`src/rtl/uart_pkg.sv`:
```
// uart_pkg: shared UART constants, FSM encoding and bit-period helper
package uart_pkg;
  localparam int PARITY_NONE = 0;
  localparam int PARITY_ODD = 1;
  localparam int PARITY_EVEN = 2;
  typedef enum logic [2:0] {
    IDLE  = 3'd0,
    START = 3'd1,
    DATA  = 3'd2,
    PAR   = 3'd3,
    STOP  = 3'd4
  } state_e;
  function automatic int baud_cnt_max(input int clk_freq, input int uart_bps);
    return clk_freq / uart_bps;
  endfunction
endpackage

```
`src/rtl/uart_baud_gen.sv`:
```
// uart_baud_gen: bit-period counter held at 0 while disabled, strobes bit_end_o on its last count
module uart_baud_gen #(
  parameter int CNT_MAX = 5208
) (
  input  logic clk,
  input  logic rst,
  input  logic en_i,
  output logic bit_end_o
);
  localparam int W = CNT_MAX > 1 ? $clog2(CNT_MAX) : 1;
  logic [W-1:0] cnt_q, cnt_d;
  always_comb begin
    bit_end_o = en_i && cnt_q == W'(CNT_MAX - 1);
    cnt_d = (!en_i || bit_end_o) ? '0 : cnt_q + 1'b1;
  end
  always_ff @(posedge clk) cnt_q <= rst ? '0 : cnt_d;
endmodule

```
`src/rtl/uart_tx.sv`:
```
// uart_tx: UART transmitter with a one-entry holding register so frames can run back-to-back
module uart_tx import uart_pkg::*; #(
  parameter int UART_BPS = 9600,
  parameter int CLK_FREQ = 50_000_000,
  parameter int PARITY = 0,
  parameter int STOP_BITS = 1
) (
  input  logic       sys_clk,
  input  logic       sys_rst,
  input  logic [7:0] pi_data,
  input  logic       pi_flag,
  output logic       tx_ready,
  output logic       tx_busy,
  output logic       tx
);
  localparam int BAUD_CNT_MAX = baud_cnt_max(CLK_FREQ, UART_BPS);
  state_e state_q, state_d;
  logic [7:0] hold_q, shift_q;
  logic [2:0] idx_q;
  logic hold_full_q, par_q, stop_q, tx_q, tx_d;
  logic baud_en, bit_end, last_stop, accept, load;
  assign baud_en = state_q != IDLE;
  uart_baud_gen #(.CNT_MAX(BAUD_CNT_MAX)) u_baud (
    .clk(sys_clk),
    .rst(sys_rst),
    .en_i(baud_en),
    .bit_end_o(bit_end)
  );
  always_ff @(posedge sys_clk) state_q <= sys_rst ? IDLE : state_d;
  always_comb begin
    last_stop = bit_end && (STOP_BITS == 1 || stop_q);
    state_d = state_q;
    case (state_q)
      IDLE:    state_d = hold_full_q ? START : IDLE;
      START:   state_d = bit_end ? DATA : START;
      DATA:    state_d = (bit_end && idx_q == 3'd7) ? (PARITY != PARITY_NONE ? PAR : STOP) : DATA;
      PAR:     state_d = bit_end ? STOP : PAR;
      STOP:    state_d = last_stop ? (hold_full_q ? START : IDLE) : STOP;
      default: state_d = IDLE;
    endcase
  end
  always_comb begin
    tx_busy = state_q != IDLE;
    tx_ready = !hold_full_q;
    tx = tx_q;
    tx_d = state_q == START ? 1'b0 :
           state_q == DATA  ? shift_q[0] :
           state_q == PAR   ? (PARITY == PARITY_ODD ? ~par_q : par_q) : 1'b1;
  end
  // START is only entered from IDLE or the final stop bit, which is exactly when the held byte moves on
  assign load = state_d == START && state_q != START;
  assign accept = pi_flag && !hold_full_q;
  always_ff @(posedge sys_clk) begin
    if (sys_rst) begin
      hold_full_q <= 1'b0;
      hold_q <= '0;
      shift_q <= '0;
      par_q <= 1'b0;
      idx_q <= '0;
      stop_q <= 1'b0;
      tx_q <= 1'b1;
    end else begin
      tx_q <= tx_d;
      hold_full_q <= accept || (hold_full_q && !load);
      if (accept) hold_q <= pi_data;
      if (load) begin
        shift_q <= hold_q;
        par_q <= ^hold_q;
      end else if (state_q == DATA && bit_end) shift_q <= shift_q >> 1;
      if (state_q == DATA && bit_end) idx_q <= idx_q + 3'd1;
      if (state_q == STOP && bit_end) stop_q <= !last_stop;
    end
  end
endmodule

```
`config.mk`:
```
export PLATFORM = sky130hd
export DESIGN_NAME = uart_tx
export DESIGN_NICKNAME = d
export VERILOG_FILES = /design/src/rtl/uart_pkg.sv /design/src/rtl/uart_baud_gen.sv /design/src/rtl/uart_tx.sv
export SDC_FILE = /design/constraint.sdc
export NUM_CORES = 1
export LEC_CHECK = 0
export BUFFER_PORTS_ARGS = -buffer_cell sky130_fd_sc_hd__buf_2
export CAP_MARGIN = 20
export CORE_MARGIN = 2
export CORE_UTILIZATION = 58
export CTS_CLUSTER_DIAMETER = 150
export DETAILED_ROUTE_END_ITERATION = 16
export MAX_ROUTING_LAYER = met4
export PLACE_DENSITY = 0.78
export RECOVER_POWER = 50
export SYNTH_ARGS = -nofsm -noshare
export SYNTH_HDL_FRONTEND = slang
export SYNTH_SLANG_ARGS = --single-unit
```
`constraint.sdc`:
```
create_clock -name sys_clk -period 2.1 [get_ports sys_clk]
set_clock_uncertainty 0.05 [all_clocks]
set_input_delay 0.315 -clock sys_clk [delete_from_list [all_inputs] [get_ports sys_clk]]
set_output_delay 0.315 -clock sys_clk [all_outputs]
set_load 0.01 [all_outputs]
```
* Word-level counts from Yosys, hierarchy flattened *
Cells that the tools add are included.

storage, ports and cells
  input port bits = 11
  logic and storage cells = 45
  bits in registers = 38
  output and inout port bits = 3

operators by class
  add/sub/neg operators = 2
  reduce and logical (&&, ||, !) cells = 16
  multiplexer cells = 11
  eq/ne operators = 8

operator list
  operator                                                                  count
  8-bit 2-to-1 mux                                                          2
  3-bit case mux with 5 select lines                                        1
  13-bit by 1-bit adder with 13-bit output (second input constant)          1
  13-bit == test (second input constant)                                    1
  3-bit 2-to-1 mux                                                          3
  8-bit XOR reduction                                                       1
  3-bit by 1-bit == test with 1-bit output (second input constant)          2
  3-bit by 2-bit == test with 1-bit output (second input constant)          2
  3-bit == test (second input constant)                                     2
  1-bit logical AND                                                         6
  1-bit 2-to-1 mux                                                          4
  3-bit by 1-bit adder with 3-bit output (second input constant)            1
  1-bit zero test                                                           3
  3-bit zero test                                                           1
  3-bit by 1-bit inequality test with 1-bit output (second input constant)  1
  3-bit nonzero test                                                        1
  1-bit logical OR                                                          2
  2-bit 2-to-1 mux                                                          1
  2-bit nonzero test                                                        1
  2-bit OR reduction                                                        1

* Logic depth before layout (Yosys ltp) *
Gate-level depths: netlist of run 1.

  word-level depth = 10
  mapped depth = 7
  depth with buffers taken out = 5

* Hierarchy *
From an unflattened synthesis of run 1, not the netlist that was laid out.

second synthesis, totals
  cells, all modules = 204
  area, all modules = 1806.7 um^2

by module, submodules not included
  module         times used  sequential area each (um^2)  area an instance (um^2)  cells an instance
  uart_tx        1           500.5                        1081.0                   132
  uart_baud_gen  1           260.2                        725.7                    72

* Worst setup path before layout of run 1 *
Ideal clock, no wire load.

  path kind = reg2reg
  start point = register u_baud.cnt_q[0]
  end point = register shift_q[1]
  arrival time = 1.510 ns
  path buffers = 2
  period minus slack after synthesis = 1.651 ns
  setup slack = 0.449 ns
  library setup time = 0.091 ns
  required time = 1.959 ns
  stages on the path, launching flop included = 8
  path through = dfxtp_1 -> ha_1 -> and4b_1 -> clkbuf_2 -> a31oi_1 -> buf_2 -> nor3_1 -> a311oi_1

on the way
  cells in the longest elaborated chain, start to end = 8
  elaborated cells on any way between the ends = 13
  those cells by class = eq/ne (2); mux (6); reduce/logical (5)

ends and longest elaborated chain
  item                                                    RTL line             text
  start: declaration                                      uart_baud_gen.sv:11  logic [W-1:0] cnt_q, cnt_d;
  start signal: assignment                                uart_baud_gen.sv:16  always_ff @(posedge clk) cnt_q <= rst ? '0 : cnt_d;
  13-bit == test (*)                                      uart_baud_gen.sv:13  bit_end_o = en_i && cnt_q == W'(CNT_MAX - 1);
  1-bit logical AND (*)                                   uart_baud_gen.sv:13
  1-bit logical AND                                       uart_tx.sv:36        DATA: state_d = (bit_end && idx_q == 3'd7) ? (PARITY != PARITY_NONE ? PAR : STOP) : DATA;
  3-bit 2-to-1 mux                                        uart_tx.sv:36
  3-bit case mux with 5 select lines                      uart_tx.sv:33        case (state_q)
  3-bit by 1-bit == test with 1-bit output                uart_tx.sv:51        assign load = state_d == START && state_q != START;
  1-bit logical AND                                       uart_tx.sv:51
  8-bit 2-to-1 mux or 2-bit nonzero test (tied branches)  --
  end signal: assignment                                  uart_tx.sv:67        shift_q <= hold_q;
  end signal: assignment                                  uart_tx.sv:69        end else if (state_q == DATA && bit_end) shift_q <= shift_q >> 1;
  end: declaration                                        uart_tx.sv:18        logic [7:0] hold_q, shift_q;

Mark *: on every way between the ends. The rest lies on a longest branch, timed or not.
A chain may end at the register's enable or synchronous reset.

* Final worst setup path of run 1 *
  start point = register u_baud.cnt_q[0]
  end point = register shift_q[7]

The elaborated chain is that of the path after synthesis.

==> out/results.tsv, run 1 <==
stage	metric	value	unit
synth	adder-cell share of the synthesized area	2.226	%
critical_path	Setup crit end kind	flop	
die	Site Rows	19	
grt	first-pass GRT wire length	5457	um
grt	vias in the first global route	1213	
synth	register bit count reported by yosys	38	
pwr	maximum vdd drop	691.6	uV
clock_network	Clock transition at path regs	0.12	ns
cells_and_area	most common cell after layout, fill and taps aside	nand2_1	
sta	setup TNS	0	ns
sta	# setup viols final	0	
sta	fin crit share	89.54	%
sta	Tmin final	1.880	ns
pwr	Leakage	0.6257	nW
critical_path	WP data arrival	2.08	ns
critical_path	cell breakdown of the critical path	ha_1 > and4b_1 > nand4_1 > o211ai_1 > a21oi_1	
synth	average size of a mapped cell	8.391	sq um
route	drt drc	0	
clock_network	Worst-Skew Late Latency	0.35	ns
die	Placeable Area	2758	sq um
grt	total global routing overflow	0	
cells_and_area	register area	760.7	sq um
cells_and_area	layout overhead on the synthesized area	8.234	%
placed_design	Buffers on Ports	13	
clock_network	Root Buffer	clkbuf_4	
clock_network	TritonCTS clock tree	done	
route	DR iter-0 viols	80	
synth	Post-Synthesis Cells	201	
cells_and_area	fillers	238	
pwr	PwrDens	718.3	nW/um^2
synth	synth warn	0	
cells_and_area	Final Util	66.20	%
synth	Seq/Total Area, Yosys	45.10	%
sta	Worst Tran Pin Value	0.6484	ns
placed_design	GPL Wtd Cong	0.8047	
synth	Synth Area in Compound Gates	11.35	%
sta	relative slew slack	56.69	%
die	Initial Util	61.16	%
synth	Post-Syn Area	1687	sq um
route	M1 WL	1573	um
synth	main combinational cell family by area after synthesis	simple AND/OR/NAND/NOR gates	
run_status	status	completed	
placed_design	pre-CTS setup slack	0.1634	ns
critical_path	Crit-path slowest cell	dfxtp_1	
grt	largest net degree at the start of global routing	26	
critical_path	critical path class	reg -> reg	
synth	unique cell type count in the Yosys netlist	33	
cells_and_area	layout cells sized above 1	10.70	%
cells_and_area	most frequent cells in the layout	nand2_1, dfxtp_1, nor2_1	
route	Top Layer Used	met4	
critical_path	Buf+Inv Stages, Crit Path	0	
critical_path	Worst Path Max Fanout	10	
clock_network	H-Tree Depth	2	
route	total number of vias	1424	
cells_and_area	Multi-input gate area	867.1	sq um
sta	smallest hold slack	0.1357	ns
route	Avg Vias per Cell	5.789	
route	WL per Instance	13.04	um
grt	initial antenna violation count	0	
die	Die Area	3355	sq um
route	DR pass1 iterations	5	
grt	Tot GR Track Use	21.64	%
cells_and_area	NumNets Final	228	
clock_network	CTS Buffer Depth	2	
sta	Slew Limit Fails	0	
synth	Syn Nets	215	
sta	Fmax	0.5318	GHz
route	Routed met3 length	131	um
sta	Setup WS post-layout	0.2197	ns
clock_network	Post-CTS Setup Bufs	0	
die	die height	57.93	um
die	# IOs	14	
route	drt total wl	3207	um
hold_path	Hold Crit Class	in -> reg	
sta	final hold viol count	0	
sta	RSZ-0062 raised after global routing	false	
run	max-cap viol count	0	
critical_path	WP data required	2.29	ns
cells_and_area	diode count	0	
placed_design	HPWL after detailed placement	2309	um
critical_path	r2r setup slk	0.22	ns
synth	xor/xnor share of the synthesized area	9.866	%
critical_path	CP delay by family, top	simple AND/OR/NAND/NOR gates	
synth	post-synthesis simple-gate area fraction	27.89	%
route	post-route ant nets	0	
critical_path	CP Launch Type	flop	
route	met2 wire length	1464	um
clock_network	CTS buffer count	5	
critical_path	CP max stage delay	0.40	ns
die	width of the die	57.93	um
synth	post-synthesis mux area share	0	%
clock_network	CTS Sinks	38	
[sequential cells by signal (all words and copies together) (netlist names)]
name and flops:
par_q 1, u_baud.cnt_q 13, tx 1, idx_q 3
shift_q 8, state_q 3, hold_q 8, hold_full_q 1
[path summary, 6_finish.rpt]
path / end / startpoint / depth (start not counted)
max: shift_q[7] / u_baud.cnt_q[0] / 5
min reg2reg: idx_q[1] / idx_q[1] / 2
min: hold_q[7] / pi_data[7] / 3
max reg2reg: shift_q[7] / u_baud.cnt_q[0] / 5
[tightest hold or removal path, stage by stage]
cell and delay, ns:
buf_2 0.10, nand2_1 0.04, a21oi_1 0.05
[cell type report]
type	count	area share, %
multi-input combinational	149	47.50
sequential	38	41.67
timing repair buffer	15	4.181
clock buffer	6	2.810
tap	31	2.125
inverter	5	1.028
clock inverter	2	0.6854
[stage by stage]
| stage | total power, W | area [sq um] | instances |
|---|---|---|---|
| after floorplan | 0.0008850 | 1687 | 201 |
| after global placement | 0.0009146 | 1764 | 238 |
| after detailed placement | 0.0009205 | 1764 | 238 |
| after CTS | 0.001318 | 1828 | 246 |
| after global routing | 0.001364 | 1826 | 246 |
| final | 0.001311 | 1826 | 246 |
[per-layer routing]
layer	global-route usage [%]	up-vias
li1	-	719
met1	29.22	675
met2	31.49	24
met3	4.688	6
met4	8.970	0
met5	-	-
[power breakdown]
| part | switching, W | internal (W) | leakage [nW] |
|---|---|---|---|
| Sequential | 0.0000241 | 0.000752 | 0.309 |
| Clock | 0.000246 | 0.000161 | 0.0343 |
| Combinational | 0.0000726 | 0.0000556 | 0.282 |
| Total | 0.000343 | 0.000968 | 0.626 |
[kinds of logic (layout without fill, tap and decap cells)]
family,Yosys count,in the layout
xor+xnor,19,19
flops,38,38
simple gates,98,98
compound gates,29,29
fa+ha+maj,3,3
buf+inv,14,28
[what timing repair did]
action                     in CTS  in global routing
setup endpoints to repair       0                  5
resized for setup               0                  1
hold buffers                    0                  0
[cells in the mapped netlist]
cell type  number  share of area [%]
ha_1            3                2.2
nand4_1         2               0.74
nor4_1          3                1.1
nor4b_4         1                1.4
o211ai_1        1               0.45
nand3b_1        1               0.45
o2111ai_1       1               0.52
a21oi_1        15                4.5
inv_1           5                1.1
nand2_1        43                9.6
xor2_1          3                1.6
nand3_1         8                2.4
a2bb2oi_1       1               0.52
dfxtp_1        38                 45
and4b_1         1               0.59
nand2b_1        1               0.37
nor2b_1         1               0.37
a31o_2          1               0.52
or3_1           1               0.37
xnor2_1        16                8.3
clkbuf_1        5                1.1
and4_1          1               0.52
nor2_1         18                4.0
buf_4           1               0.45
a31oi_1         1               0.37
clkbuf_2        1               0.30
a211oi_1        2               0.89
and3_1          3                1.1
buf_2           2               0.59
and4bb_1        1               0.74
a311oi_1        7                3.6
nor3b_1         2               0.89
nor3_1         11                3.3
Power figures use the tool's default switching activity.
==> inputs of run 2 (changes only) <==
- PLACE_DENSITY: 0.78 -> default
- PLACE_DENSITY_LB_ADDON: default -> 0.1
==> run 2 against run 1 <==
  * Design area is 0.96% lower
  * Sequential power about the same
  * Non-clock buffer count unchanged
  * Register-to-register slack lost 0.02 ns
  * Wire length shrank 1.4%
  * Hold slack gained 0.0092 ns
  * Final cell count fell by 0.41%
  * Utilization fell by 0.64 points
  * Combinational power hardly changed
  * Die area did not move
  * Fmax down 1.2%
  * Worst setup slack worse by 0.022 ns
==> out/results.tsv, run 2 (same netlist as run 1, synthesis figures left out) <==
stage	metric	value	unit
clock_network	Clock transition at path regs	0.12	ns
critical_path	CP max stage delay	0.44	ns
run_status	status	completed	
critical_path	FF-to-FF path depth	5	
critical_path	r2r setup slk	0.20	ns
die	die height	57.93	um
placed_design	Cell Area, Placed	1764	sq um
sta	# setup viols final	0	
clock_network	TritonCTS clock tree	done	
pwr	PwrDens	694.6	nW/um^2
route	Avg Vias per Cell	5.727	
clock_network	Root Buffer	clkbuf_4	
sta	relative slew slack	61.03	%
sta	Fmax	0.5256	GHz
pwr	maximum vdd drop	718.0	uV
sta	RSZ-0062 raised after global routing	false	
cells_and_area	NumNets Final	228	
grt	largest net degree at the start of global routing	26	
cells_and_area	layout overhead on the synthesized area	7.196	%
die	Die Area	3355	sq um
cells_and_area	diode count	0	
grt	initial antenna violation count	0	
critical_path	CP Capture Point	shift_q[3]	
critical_path	WP data required	2.30	ns
die	Site Rows	19	
die	Initial Util	61.16	%
grt	Tot GR Track Use	22.15	%
pwr	Leakage	0.6222	nW
sta	final hold viol count	0	
critical_path	Setup crit end kind	flop	
clock_network	cts hold-fix bufs	0	
cells_and_area	Multi-input gate area	865.8	sq um
hold_path	Hold Crit Class	in -> reg	
route	drt drc	0	
placed_design	HPWL after detailed placement	2275	um
critical_path	WP data arrival	2.11	ns
clock_network	CTS Sinks	38	
die	Placeable Area	2758	sq um
route	drt total wl	3161	um
sta	Worst Tran Pin Value	0.5833	ns
critical_path	beginning of the critical path	u_baud.cnt_q[0]	
cells_and_area	fin area	1808	sq um
sta	fin crit share	90.61	%
sta	Tmin final	1.903	ns
route	DR iter-0 viols	72	
die	width of the die	57.93	um
route	DR pass1 iterations	4	
route	WL per Instance	12.90	um
cells_and_area	max reg flops	13	
cells_and_area	most common cell after layout, fill and taps aside	nand2_1	
route	total number of vias	1403	
cells_and_area	largest registers	u_baud.cnt_q x13, hold_q x8, shift_q x8	
cells_and_area	layout cells sized above 1	9.813	%
critical_path	CP Launch Type	flop	
cells_and_area	register area	760.7	sq um
placed_design	Buffers on Ports	13	
clock_network	CTS buffer count	5	
die	# IOs	14	
critical_path	FF-to-FF Start	u_baud.cnt_q[0]	
grt	total global routing overflow	0	
placed_design	GPL Wtd Cong	0.7390	
critical_path	cell breakdown of the critical path	ha_1 > and4b_1 > and4_1 > nand2_1 > a311oi_1	
cells_and_area	Largest Register	u_baud.cnt_q	
grt	vias in the first global route	1265	
grt	first-pass GRT wire length	5513	um
critical_path	Worst Path Max Fanout	10	
cells_and_area	most frequent cells in the layout	nand2_1, dfxtp_1, nor2_1	
critical_path	critical path class	reg -> reg	
cells_and_area	fillers	245	
clock_network	CTS Buffer Depth	2	
critical_path	Crit-path slowest cell	and4_1	
route	post-route ant nets	0	
critical_path	reg2reg end	shift_q[3]	
clock_network	Worst-Skew Late Latency	0.35	ns
clock_network	H-Tree Depth	2	
clock_network	Post-CTS Resized	0	
run	max-cap viol count	0	
sta	Slew Limit Fails	0	
sta	setup TNS	0	ns
clock_network	Post-CTS Setup Bufs	0	
==> run 2: cell types whose count changed in the layout (fill, tap and decap cells not counted), sizes merged <==
cell      before  now
clkinvlp       1    0
clkinv         1    2
clkbuf         9    8
==> run 2: routing by layer <==
layer | up-vias | GRT usage [%] | part of all wire, %
met4 | 0 | 8.306 | 1.6
met5 | - | - | 0
met2 | 26 | 30.19 | 43
li1 | 723 | - | -
met3 | 5 | 7.589 | 4.1
met1 | 649 | 30.27 | 51
==> run 2: critical path: cells and delay by family (launching register included) <==
kind	cells	cell delay [ns]
flip-flops	1	0.38
AND/OR/NAND/NOR	3	0.86
adder cells (fa/ha/maj)	1	0.26
AO/OA/AOI/OAI	1	0.27
==> run 2: how the worst min path moves through the flow <==
stage | start | endpoint | slack, ns | cells after the start
5_1_grt | pi_data[5] | hold_q[5] | 0.12 | 3
3_3_place_gp | u_baud.cnt_q[0] | u_baud.cnt_q[0] | 0.39 | 1
3_5_place_dp | u_baud.cnt_q[0] | u_baud.cnt_q[0] | 0.40 | 1
4_1_cts | pi_data[5] | hold_q[5] | 0.13 | 3
6_report | pi_data[0] | hold_q[0] | 0.14 | 3
2_1_floorplan | u_baud.cnt_q[0] | u_baud.cnt_q[0] | 0.38 | 1
==> run 2: per-stage QoR <==
step	setup WS (ns)	power, W	hold WS [ns]	instances	util [%]
floorplan	0.4489	0.0008850	0.3760	201	-
global placement	0.3214	0.0009146	0.3903	238	63.97
detailed placement	0.1936	0.0009214	0.4018	238	63.97
CTS	0.1981	0.001270	0.1328	245	65.70
global route	0.04711	0.001330	0.1169	245	65.56
finish	0.1973	0.001256	0.1448	245	65.56
==> run 2: report_power, final <==
part / switching (W) / internal (W)
Combinational: 0.0000727 / 0.0000555
Clock: 0.000231 / 0.000120
Sequential: 0.0000240 / 0.000752
Total: 0.000328 / 0.000928
==> run 2: final cells by class <==
type / instances / share of cell area (%)
Multi-Input combinational cell: 149 / 47.89
Sequential cell: 38 / 42.08
Timing Repair Buffer: 15 / 4.221
Tap cell: 31 / 2.145
Clock buffer: 5 / 2.076
Inverter: 5 / 1.038
Clock inverter: 2 / 0.5536
